--- config.mk ---
export PLATFORM = sky130hd
export DESIGN_NAME = sum_accumulator
export DESIGN_NICKNAME = d
export VERILOG_FILES = /design/src/rtl/sum_accumulator.sv
export SDC_FILE = /design/constraint.sdc
export NUM_CORES = 1
export LEC_CHECK = 0
export CAP_MARGIN = 20
export CORE_AREA = 3 3 117 119
export DETAILED_ROUTE_END_ITERATION = 8
export DIE_AREA = 0 0 120 122
export HOLD_SLACK_MARGIN = 0.15
export MAX_ROUTING_LAYER = met4
export PLACE_DENSITY = 0.8
export SYNTH_ARGS = -nofsm -noshare
export SYNTH_HDL_FRONTEND = slang
export SYNTH_SLANG_ARGS = --single-unit
--- constraint.sdc ---
create_clock -name clk -period 9.1 [get_ports clk]
set_clock_uncertainty 0.15 [all_clocks]
set_input_delay 1.82 -clock clk [delete_from_list [all_inputs] [get_ports clk]]
set_output_delay 1.82 -clock clk [all_outputs]
set_load 0.01 [all_outputs]
--- src/rtl/sum_accumulator.sv ---
// Batch accumulator for adder results with a decoupled valid/ready result slot.
// Define SUM_ACC_SATURATE_EN to clamp the accumulator on carry-out instead of wrapping.
module sum_accumulator #(
  parameter int N       = 32,
  parameter int ACC_W   = 48,
  parameter int BATCH_W = 8
) (
  input  logic               clk,
  input  logic               rst_n,
  input  logic [N:0]         sum_in,
  input  logic               sum_valid,
  input  logic [BATCH_W-1:0] batch_len,
  input  logic               clr,
  output logic [ACC_W-1:0]   acc_out,
  output logic               acc_valid,
  input  logic               acc_ready,
  output logic               acc_ovf,
  output logic               overrun,
  output logic [BATCH_W-1:0] sample_count
);

  logic [ACC_W-1:0]   acc_q, acc_d;
  logic [ACC_W-1:0]   out_q, out_d;
  logic [BATCH_W-1:0] cnt_q, cnt_d;
  logic [BATCH_W-1:0] len_q, len_d;
  logic               ovf_q, ovf_d;
  logic               valid_q, valid_d;
  logic               aovf_q, aovf_d;
  logic               overrun_q, overrun_d;

  logic [ACC_W-1:0]   sum_ext;
  logic [ACC_W-1:0]   add_res;
  logic [ACC_W-1:0]   add_val;
  logic               carry;
  logic               batch_ovf;
  logic [BATCH_W-1:0] cur_len;
  logic               is_last;
  logic               xfer;
  logic               slot_free;

  always_comb begin
    sum_ext            = ACC_W'(sum_in);
    {carry, add_res}   = {1'b0, acc_q} + {1'b0, sum_ext};
`ifdef SUM_ACC_SATURATE_EN
    add_val            = carry ? '1 : add_res;
`else
    add_val            = add_res;
`endif
    batch_ovf          = ovf_q | carry;
    // The first sample of a batch uses the live length; later samples use the latched one.
    if (cnt_q == '0)
      cur_len = (batch_len == '0) ? BATCH_W'(1) : batch_len;
    else
      cur_len = len_q;
    is_last            = (cnt_q == (cur_len - BATCH_W'(1)));
    xfer               = valid_q & acc_ready;
    slot_free          = ~valid_q | acc_ready;
  end

  always_comb begin
    acc_d     = acc_q;
    out_d     = out_q;
    cnt_d     = cnt_q;
    len_d     = len_q;
    ovf_d     = ovf_q;
    valid_d   = valid_q;
    aovf_d    = aovf_q;
    overrun_d = overrun_q;

    if (clr) begin
      acc_d     = '0;
      cnt_d     = '0;
      ovf_d     = 1'b0;
      valid_d   = 1'b0;
      overrun_d = 1'b0;
    end else begin
      if (xfer)
        valid_d = 1'b0;
      if (sum_valid) begin
        if (cnt_q == '0)
          len_d = cur_len;
        if (is_last) begin
          acc_d = '0;
          cnt_d = '0;
          ovf_d = 1'b0;
          if (slot_free) begin
            out_d   = add_val;
            aovf_d  = batch_ovf;
            valid_d = 1'b1;
          end else begin
            overrun_d = 1'b1;
          end
        end else begin
          acc_d = add_val;
          cnt_d = cnt_q + BATCH_W'(1);
          ovf_d = batch_ovf;
        end
      end
    end
  end

  always_ff @(posedge clk or negedge rst_n) begin
    if (!rst_n) begin
      acc_q     <= '0;
      out_q     <= '0;
      cnt_q     <= '0;
      len_q     <= '0;
      ovf_q     <= 1'b0;
      valid_q   <= 1'b0;
      aovf_q    <= 1'b0;
      overrun_q <= 1'b0;
    end else begin
      acc_q     <= acc_d;
      out_q     <= out_d;
      cnt_q     <= cnt_d;
      len_q     <= len_d;
      ovf_q     <= ovf_d;
      valid_q   <= valid_d;
      aovf_q    <= aovf_d;
      overrun_q <= overrun_d;
    end
  end

  assign acc_out      = out_q;
  assign acc_valid    = valid_q;
  assign acc_ovf      = aovf_q;
  assign overrun      = overrun_q;
  assign sample_count = cnt_q;

endmodule
==> Yosys cells after proc, flatten, opt, wreduce, memory -nomap -nowiden <==
Index checks and enable logic that the tools add are counted.
{ "classes": {"addsub": 3, "n_eq_ne": 2, "mux": 20, "bitwise_logic": 5, "n_reduce_logical": 7} }
{ "op_table": {"columns": ["op", "count"], "rows": [
  ["48-bit two-way mux", 3],
  ["48-bit by 33-bit adder with 49-bit output", 1],
  ["8-bit two-way mux", 5],
  ["8-bit logical NOT", 2],
  ["1-bit two-way mux", 12],
  ["8-bit by 1-bit adder with 8-bit output (second input constant)", 1],
  ["8-bit == test", 1],
  ["8-bit by 1-bit subtractor with 8-bit output (second input constant)", 1],
  ["3-bit AND reduction", 2],
  ["4-bit AND reduction", 1],
  ["2-bit nonzero test", 2],
  ["2-bit != test (second input constant)", 1],
  ["1-bit inverter", 2],
  ["1-bit bitwise OR", 2],
  ["1-bit bitwise AND", 1]
]} }
{ "word_totals": {"register_bits": 116, "out_inout_bits": 59} }

==> Logic depth before layout (Yosys ltp) <==
Gate-level depths: netlist of the first run.
{ "depth": {"depth_word": 8, "depth_mapped": 16} }

==> Least setup slack after synthesis of the first run <==
Ideal clock, no wire load.
{ "synth_timing": {"kind": "input-to-reg", "from": "input batch_len[6]", "to": "register acc_q[43]", "setup_ps": 83, "t_arrival_ps": 4259, "t_required_ps": 8867, "setup_slack_ps": 4608, "cell_stages": 12, "n_path_buf": 1, "cell_sequence": "nor4_1 -> a21oi_1 -> o21a_1 -> ha_1 -> xor2_1 -> a21o_1 -> nand3_1 -> a2111oi_4 -> a21boi_1 -> clkbuf_1 -> a41oi_1 -> a31oi_1"} }
{ "synth_via": {"elab_chain_len": 8} }
{ "synth_lines": {"columns": ["element", "line_no", "source"], "rows": [
  ["from (decl)", "12", "input logic [BATCH_W-1:0] batch_len,"],
  ["8-bit logical NOT", "52", "cur_len = (batch_len == '0) ? BATCH_W'(1) : batch_len;"],
  ["8-bit two-way mux (*)", "52", null],
  ["8-bit two-way mux (*)", "51", "if (cnt_q == '0)"],
  ["8-bit by 1-bit subtractor with 8-bit output (*)", "55", "is_last = (cnt_q == (cur_len - BATCH_W'(1)));"],
  ["8-bit == test (*)", "55", null],
  ["48-bit two-way mux (*)", "82", "if (is_last) begin"],
  ["48-bit two-way mux (*)", "79", "if (sum_valid) begin"],
  ["48-bit two-way mux (*)", "70", "if (clr) begin"],
  ["to (signal assigned)", "104", "acc_q <= '0;"],
  ["to (signal assigned)", "113", "acc_q <= acc_d;"],
  ["to (decl)", "22", "logic [ACC_W-1:0] acc_q, acc_d;"]
]} }
Mark *: on every way between the ends. The rest lies on a longest branch, timed or not. The select of a mux whose other input is x is not followed.
A chain may end at the register's enable or synchronous reset.

==> Final worst setup path of the first run <==
{ "layout_timing": {"from": "input batch_len[4]", "to": "register out_q[2] (netlist: acc_out[2])"} }
{ "layout_via": {"elab_chain_len": 6} }
{ "layout_lines": {"columns": ["element", "line_no", "source"], "rows": [
  ["8-bit logical NOT", "52", null],
  ["8-bit two-way mux (*)", "52", null],
  ["8-bit two-way mux (*)", "51", null],
  ["8-bit by 1-bit subtractor with 8-bit output (*)", "55", null],
  ["8-bit == test (*)", "55", null],
  ["4-bit AND reduction (no line) (*)", null, null],
  ["to (signal assigned)", "114", "out_q <= out_d;"],
  ["to (decl)", "23", "logic [ACC_W-1:0] out_q, out_d;"]
]} }
Mark *: on every way between the ends. The rest lies on a longest branch, timed or not.

==> results of run 1 <==
cell families (layout without fill, tap and decap cells):
| family | after synthesis | after routing | synth area share [%] |
|---|---|---|---|
| mux | 43 | 43 | 6.85 |
| simple gates | 185 | 185 | 13.5 |
| xor+xnor | 49 | 49 | 6.12 |
| flops | 116 | 116 | 41.4 |
| buf+inv | 53 | 157 | 3.44 |
| fa+ha+maj | 37 | 37 | 6.71 |
| compound gates | 232 | 232 | 21.9 |
sequential cells by signal (all words and copies together), names as in the netlist:
name,count
acc_out,48
acc_q,48
len_q,8
sample_count,8
acc_ovf,1
acc_valid,1
overrun,1
ovf_q,1
metrics by stage:
| stage | instance area, um2 | worst slack [ns] | std cells | utilization (%) |
|---|---|---|---|---|
| global placement | 8140 | 3.14 | 959 | 64.2 |
| floorplan | 7010 | 4.61 | 715 | - |
| global route | 8710 | 3.18 | 991 | 68.8 |
| finish | 8710 | 3.44 | 991 | 68.8 |
| CTS | 8710 | 3.44 | 991 | 68.8 |
| detailed placement | 8140 | 3.01 | 959 | 64.2 |
layout by cell type, fill, tap and decap left out, types with 9 or more instances in the layout:
cell,Yosys,layout
nand3_1,14,14
xor2_1,21,21
or3_1,14,14
clkbuf_16,0,17
mux2_2,12,12
a22o_1,32,32
and3_1,9,9
a21o_1,13,13
a31oi_1,33,33
nand4_1,11,11
nand2_1,46,46
o21ai_0,47,47
xnor2_1,28,28
o211ai_1,17,17
a21oi_1,50,50
mux2_1,28,28
inv_1,15,15
nand2b_1,14,14
dfrtp_1,116,116
clkdlybuf4s50_1,0,103
ha_1,36,36
nor3_1,9,9
nor2_1,38,37
worst paths after layout:
path | depth (start not counted) | to | slack [ns]
setup / recovery | 12 | acc_out[2]$_DFFE_PN0P_ | 3.44
hold / removal | 1 | acc_out[23]$_DFFE_PN0P_ | 0.33
setup reg to reg | 10 | acc_out[2]$_DFFE_PN0P_ | 4.44
hold reg to reg | 1 | acc_out[23]$_DFFE_PN0P_ | 0.33
max in group asynchronous | 2 | acc_out[6]$_DFFE_PN0P_ | 6.29
min in group asynchronous | 1 | len_q[5]$_DFFE_PN0P_ | 1.29
routing by layer:
| layer | up-vias | wire, um | track usage, % |
|---|---|---|---|
| met5 | - | 0 | - |
| met4 | 0 | 333 | 10.8 |
| met3 | 29 | 970 | 5.34 |
| met2 | 213 | 8830 | 42.3 |
| met1 | 2901 | 7650 | 32.1 |
| li1 | 2843 | - | - |
cell type report:
class	count	area (um2)	share of cell area, %
Multi-Input combinational cell	546	3880	44.6
Timing Repair Buffer	110	1080	12.4
Clock buffer	23	468	5.37
Inverter	15	56.3	0.646
Tap cell	172	215	2.47
Clock inverter	9	104	1.19
Sequential cell	116	2900	33.3
power by group through the flow:
stage / combinational [W] / clock [W] / sequential (W)
floorplan: 0.000364 / 0 / 0.000705
global placement: 0.000620 / 0 / 0.000692
detailed placement: 0.000633 / 0 / 0.000696
CTS: 0.000640 / 0.000657 / 0.000689
global route: 0.000700 / 0.000683 / 0.000702
finish: 0.000639 / 0.000646 / 0.000688
==> summary.md, run 1 <==
| Metric | Value |
|---|---|
| Logic pwr share | `32.4%` |
| Num CTS Buffers | `17` |
| Final #Nets | `889` |
| H-tree depth | `4` |
| Async SR Flop Fraction | `100%` |
| PD cells | `227 mW/mm2` |
| Gr ovfl total | `0` |
| Buf+Inv Stages, Crit Path | `2` |
| Final Hold Violating Endpoints | `0` |
| Reg-to-reg startpoint | `sample_count[0]$_DFFE_PN0P_` |
| Max-slew violations | `0` |
| Clk sink count | `116` |
| Die width | `120 um` |
| Max-Cap Viols | `0` |
| Antenna violations before repair | `0` |
| Final TNS setup | `0 ns` |
| Critical path's top delay family | `simple AND/OR/NAND/NOR gates` |
| Hold buffers post-CTS | `0` |
| Worst-path clk slew | `0.06 ns` |
| CTS tree | `yes` |
| Area leader, netlist | `dfrtp_1` |
| Clk_lat worst skew | `0.42 ns` |
| Warnings from Yosys | `0` |
| Run status | `finished, final reports clean` |
| Post-Syn Area | `0.00701 mm2` |
| Std-Cell Rows | `41` |
| Worst path max stage delay | `0.73 ns` |
| Antenna-violating nets left | `0` |
| Largest net degree at the start of global routing | `65` |
| Primary FF master, synth | `dfrtp_1` |
| Post-DP HPWL | `12.5 mm` |
| Critical path's slowest cell | `and4_2` |
| Drt pass-1 iters | `5` |
| Hold path startpoint | `acc_out[23]$_DFFE_PN0P_` |
| Final Cycle Share | `62.2%` |
| Share of the synthesized area in the top cell type | `41.4%` |
| Seq/Total Area, Yosys | `41.4%` |
| GPL Wtd Cong | `0.883` |
| Diode count | `0` |
| Peak Freq | `177 MHz` |
| Clock buffer depth | `2` |
| Synth unique cells | `59` |
| Port Buffers | `104` |
| Critical path class | `in -> reg` |
| LEAKAGE | `3.87 nW` |
| Die area | `0.0146 mm2` |
| Ports | `105` |
| Share of cells above drive strength 1 | `7.08%` |
| Count of final setup violators | `0` |
| Crit path max fanout | `42` |
| Internal | `0.00134 W` |
| Hold slack | `0.333 ns` |
| Drt wl/cell | `17.9 um` |
| Synth area leaders | `dfrtp_1 41%, ha_1 6.4%, mux2_1 4.5%` |
| Global-route wire length before repair | `29.8 mm` |
| Clock Power Share | `32.7%` |
| Number of flops mapped to enable cells by yosys | `0` |
| Crit. Startpoint | `batch_len[4]` |
| Register bit total from synthesis | `116` |
| Overall power | `0.00197 W` |
| Core footprint | `0.0127 mm2` |
| Synth Instances | `715` |
| Vias in the first global route | `6,044` |
| Top cells by count, synth | `116 x dfrtp_1, 50 x a21oi_1, 47 x o21ai_0, 46 x nand2_1, 38 x nor2_1` |
| Sequential share of power | `34.9%` |
| Min-Delay Path Class | `reg -> reg` |
| Cts repair resizes | `0` |
| CP Launch Type | `primary input` |
| Critical Path Sink Type | `flip-flop` |
| Initial Util | `55.3%` |
| Net Sw Power | `0.000629 W` |
| Iter 0 DRT Violations | `519` |
| Via-to-Cell Ratio | `6.04` |
| Fillers | `986` |
| Drt drc | `0` |
| Slew Limit Headroom | `26.8%` |
| Via count | `5,986` |
| Least-Margin Pin Slew | `1.09 ns` |
| Routed Wire Length | `17.8 mm` |
| Syn nets | `798` |
| Post-CTS Setup Inserts | `0` |
| Layout Area Growth over Synthesis | `24.3%` |
| Final min period | `5.66 ns` |
| RSZ-0062 raised after global routing | `no` |
| Root Buffer | `clkbuf_16` |
| Overall routing resource usage | `26.1%` |
| Peak supply drop | `0.000186 V` |
| Syn avg cell area | `9.81 um2` |
| WP data required | `9.26 ns` |
| Most frequent cell after synthesis | `dfrtp_1` |
| Crit path cell chain | `clkdlybuf4s50_1 > nor4_1 > a21oi_1 > o21a_1 > ha_1 > xor2_1 > a21o_1 > nand3_1 > a2111oi_4 > and4_2 > buf_4 > mux2_2` |
| Arrival @ worst endpoint | `5.82 ns` |
| Die Y | `122 um` |
| Sw Share | `31.9%` |
Power figures use the tool's default switching activity.
==> run 2, diff against run 1 <==
--- a/config.mk
+++ b/config.mk
@@ -6,12 +6,12 @@
 export NUM_CORES = 1
 export LEC_CHECK = 0
 export CAP_MARGIN = 20
-export CORE_AREA = 3 3 117 119
+export CORE_AREA = 3 3 123 125
 export DETAILED_ROUTE_END_ITERATION = 8
-export DIE_AREA = 0 0 120 122
+export DIE_AREA = 0 0 126 128
 export HOLD_SLACK_MARGIN = 0.15
 export MAX_ROUTING_LAYER = met4
-export PLACE_DENSITY = 0.8
+export PLACE_DENSITY = 0.76
 export SYNTH_ARGS = -nofsm -noshare
 export SYNTH_HDL_FRONTEND = slang
 export SYNTH_SLANG_ARGS = --single-unit
==> constraint.sdc (replaced) <==
create_clock -name clk -period 4.8 [get_ports clk]
set_clock_uncertainty 0.15 [all_clocks]
set_input_delay 0.96 -clock clk [delete_from_list [all_inputs] [get_ports clk]]
set_output_delay 0.96 -clock clk [all_outputs]
set_load 0.01 [all_outputs]
==> summary.md, run 2 (same netlist as run 1, synthesis figures left out) <==
| Metric | Value |
|---|---|
| Antenna-violating nets left | `0` |
| Min-Delay Path Class | `in -> async` |
| Max-slew violations | `0` |
| Vias in the first global route | `6,129` |
| Share of cells above drive strength 1 | `7.88%` |
| CP Launch Type | `primary input` |
| Global-route wire length before repair | `29.7 mm` |
| RSZ-0062 raised after global routing | `no` |
| Peak Freq | `239 MHz` |
| Critical path class | `in -> reg` |
| Hold buffers post-CTS | `0` |
| Iter 0 DRT Violations | `661` |
| Gr ovfl total | `0` |
| Final #Nets | `895` |
| Place WS | `0.236 ns` |
| Max-Cap Viols | `0` |
| Post-CTS Setup Inserts | `0` |
| Setup ws final | `0.622 ns` |
| Slew Limit Headroom | `57.8%` |
| Die Y | `128 um` |
| Via-to-Cell Ratio | `6.01` |
| Port Buffers | `104` |
| CTS tree | `yes` |
| Drt drc | `0` |
| Clock buffer depth | `2` |
| Via count | `6,038` |
| Clk sink count | `116` |
| Routed Wire Length | `17.8 mm` |
| Run status | `finished, final reports clean` |
| Ports | `105` |
| Placed cells | `972` |
| Most frequent cells in the layout | `116 x dfrtp_1, 103 x clkdlybuf4s50_1, 50 x a21oi_1` |
| Final Util | `62.9%` |
| Core footprint | `0.0140 mm2` |
| Post-DP HPWL | `12.6 mm` |
| Most common cell after layout, fill and taps aside | `dfrtp_1` |
| Final Cycle Share | `87.0%` |
| Root Buffer | `clkbuf_16` |
| Largest net degree at the start of global routing | `84` |
| Arrival @ worst endpoint | `4.33 ns` |
| Antenna violations before repair | `0` |
| Critical Path Sink Type | `flip-flop` |
| Drt pass-1 iters | `5` |
| Cts repair resizes | `0` |
| Drt wl/cell | `17.7 um` |
| Num CTS Buffers | `17` |
| Fin cells | `1,005` |
| Diode count | `0` |
| Layout Area Growth over Synthesis | `25.5%` |
| PD cells | `423 mW/mm2` |
| WP data required | `4.95 ns` |
| Overall power | `0.00373 W` |
| LEAKAGE | `3.91 nW` |
| Initial Util | `50.1%` |
| Std-Cell Rows | `43` |
| Least-Margin Pin Slew | `0.632 ns` |
| Final min period | `4.18 ns` |
| Clk_lat worst skew | `0.42 ns` |
| Count of final setup violators | `0` |
| Crit path max fanout | `40` |
| Peak supply drop | `0.000262 V` |
| Final Hold Violating Endpoints | `0` |
| Die width | `126 um` |
| Worst-path clk slew | `0.05 ns` |
| Die area | `0.0161 mm2` |
| Overall routing resource usage | `23.3%` |
| H-tree depth | `4` |
| GPL Wtd Cong | `0.876` |
| Final TNS setup | `0 ns` |
## run 2: per-stage QoR
stage / hold slack, ns / cell area [um2]
detailed placement: 0.324 / 8210
CTS: 0.340 / 8770
floorplan: 0.311 / 7010
global route: 0.230 / 8800
finish: 0.239 / 8800
global placement: 0.319 / 8210
## run 2: cell type report
| cell class | count | area [um2] |
|---|---|---|
| clock buffer | 21 | 450 |
| tap | 180 | 225 |
| fill | 1169 | 5190 |
| timing repair buffer | 116 | 1170 |
| multi-input combinational | 546 | 3880 |
| sequential | 116 | 2900 |
| inverter | 15 | 56.3 |
| clock inverter | 11 | 110 |
## run 2: critical path: stages
cell and delay [ns]:
clkdlybuf4s50_1 0.50, nor4_1 0.49, a21oi_1 0.18, o21a_1 0.24, ha_1 0.24, xor2_1 0.21
a21o_1 0.11, nand3_1 0.11, a2111oi_4 0.31, and4_2 0.38, buf_12 0.22, mux2_2 0.36
## run 2: path summary, 6_finish.rpt
| check | endpoint | cells past startpoint | start | slack, ns |
|---|---|---|---|---|
| max | acc_out[2]$_DFFE_PN0P_ | 12 | batch_len[4] | 0.62 |
| max reg2reg | acc_out[2]$_DFFE_PN0P_ | 10 | sample_count[0]$_DFFE_PN0P_ | 0.76 |
| max in group asynchronous | acc_q[27]$_DFFE_PN0P_ | 2 | rst_n | 3.58 |
| min in group clk | acc_out[23]$_DFFE_PN0P_ | 1 | acc_out[23]$_DFFE_PN0P_ | 0.34 |
| min | len_q[6]$_DFFE_PN0P_ | 1 | rst_n | 0.24 |
| min reg2reg | acc_out[23]$_DFFE_PN0P_ | 1 | acc_out[23]$_DFFE_PN0P_ | 0.34 |
## run 2: report_power, final
group / internal, W / switching, W / total [W]
combinational: 0.000602 / 0.000610 / 0.00121
sequential: 0.00117 / 0.000139 / 0.00131
clock: 0.000768 / 0.000441 / 0.00121
## run 2: layer usage
metal	vias up	track usage, %	wire length [um]	share of wire [%]
met5	-	-	0	0
met4	0	8.08	333	1.9
met3	33	5.46	923	5.2
met2	213	37.4	8690	49
met1	2920	29.0	7850	44
li1	2872	-	-	-
==> run 3, diff against run 2 <==
--- a/config.mk
+++ b/config.mk
@@ -5,6 +5,7 @@
 export SDC_FILE = /design/constraint.sdc
 export NUM_CORES = 1
 export LEC_CHECK = 0
+export ABC_AREA = 0
 export CAP_MARGIN = 20
 export CORE_AREA = 3 3 123 125
 export DETAILED_ROUTE_END_ITERATION = 8
==> results of run 3 <==
Final layout, timing and power as in run 2 (identical DEF).
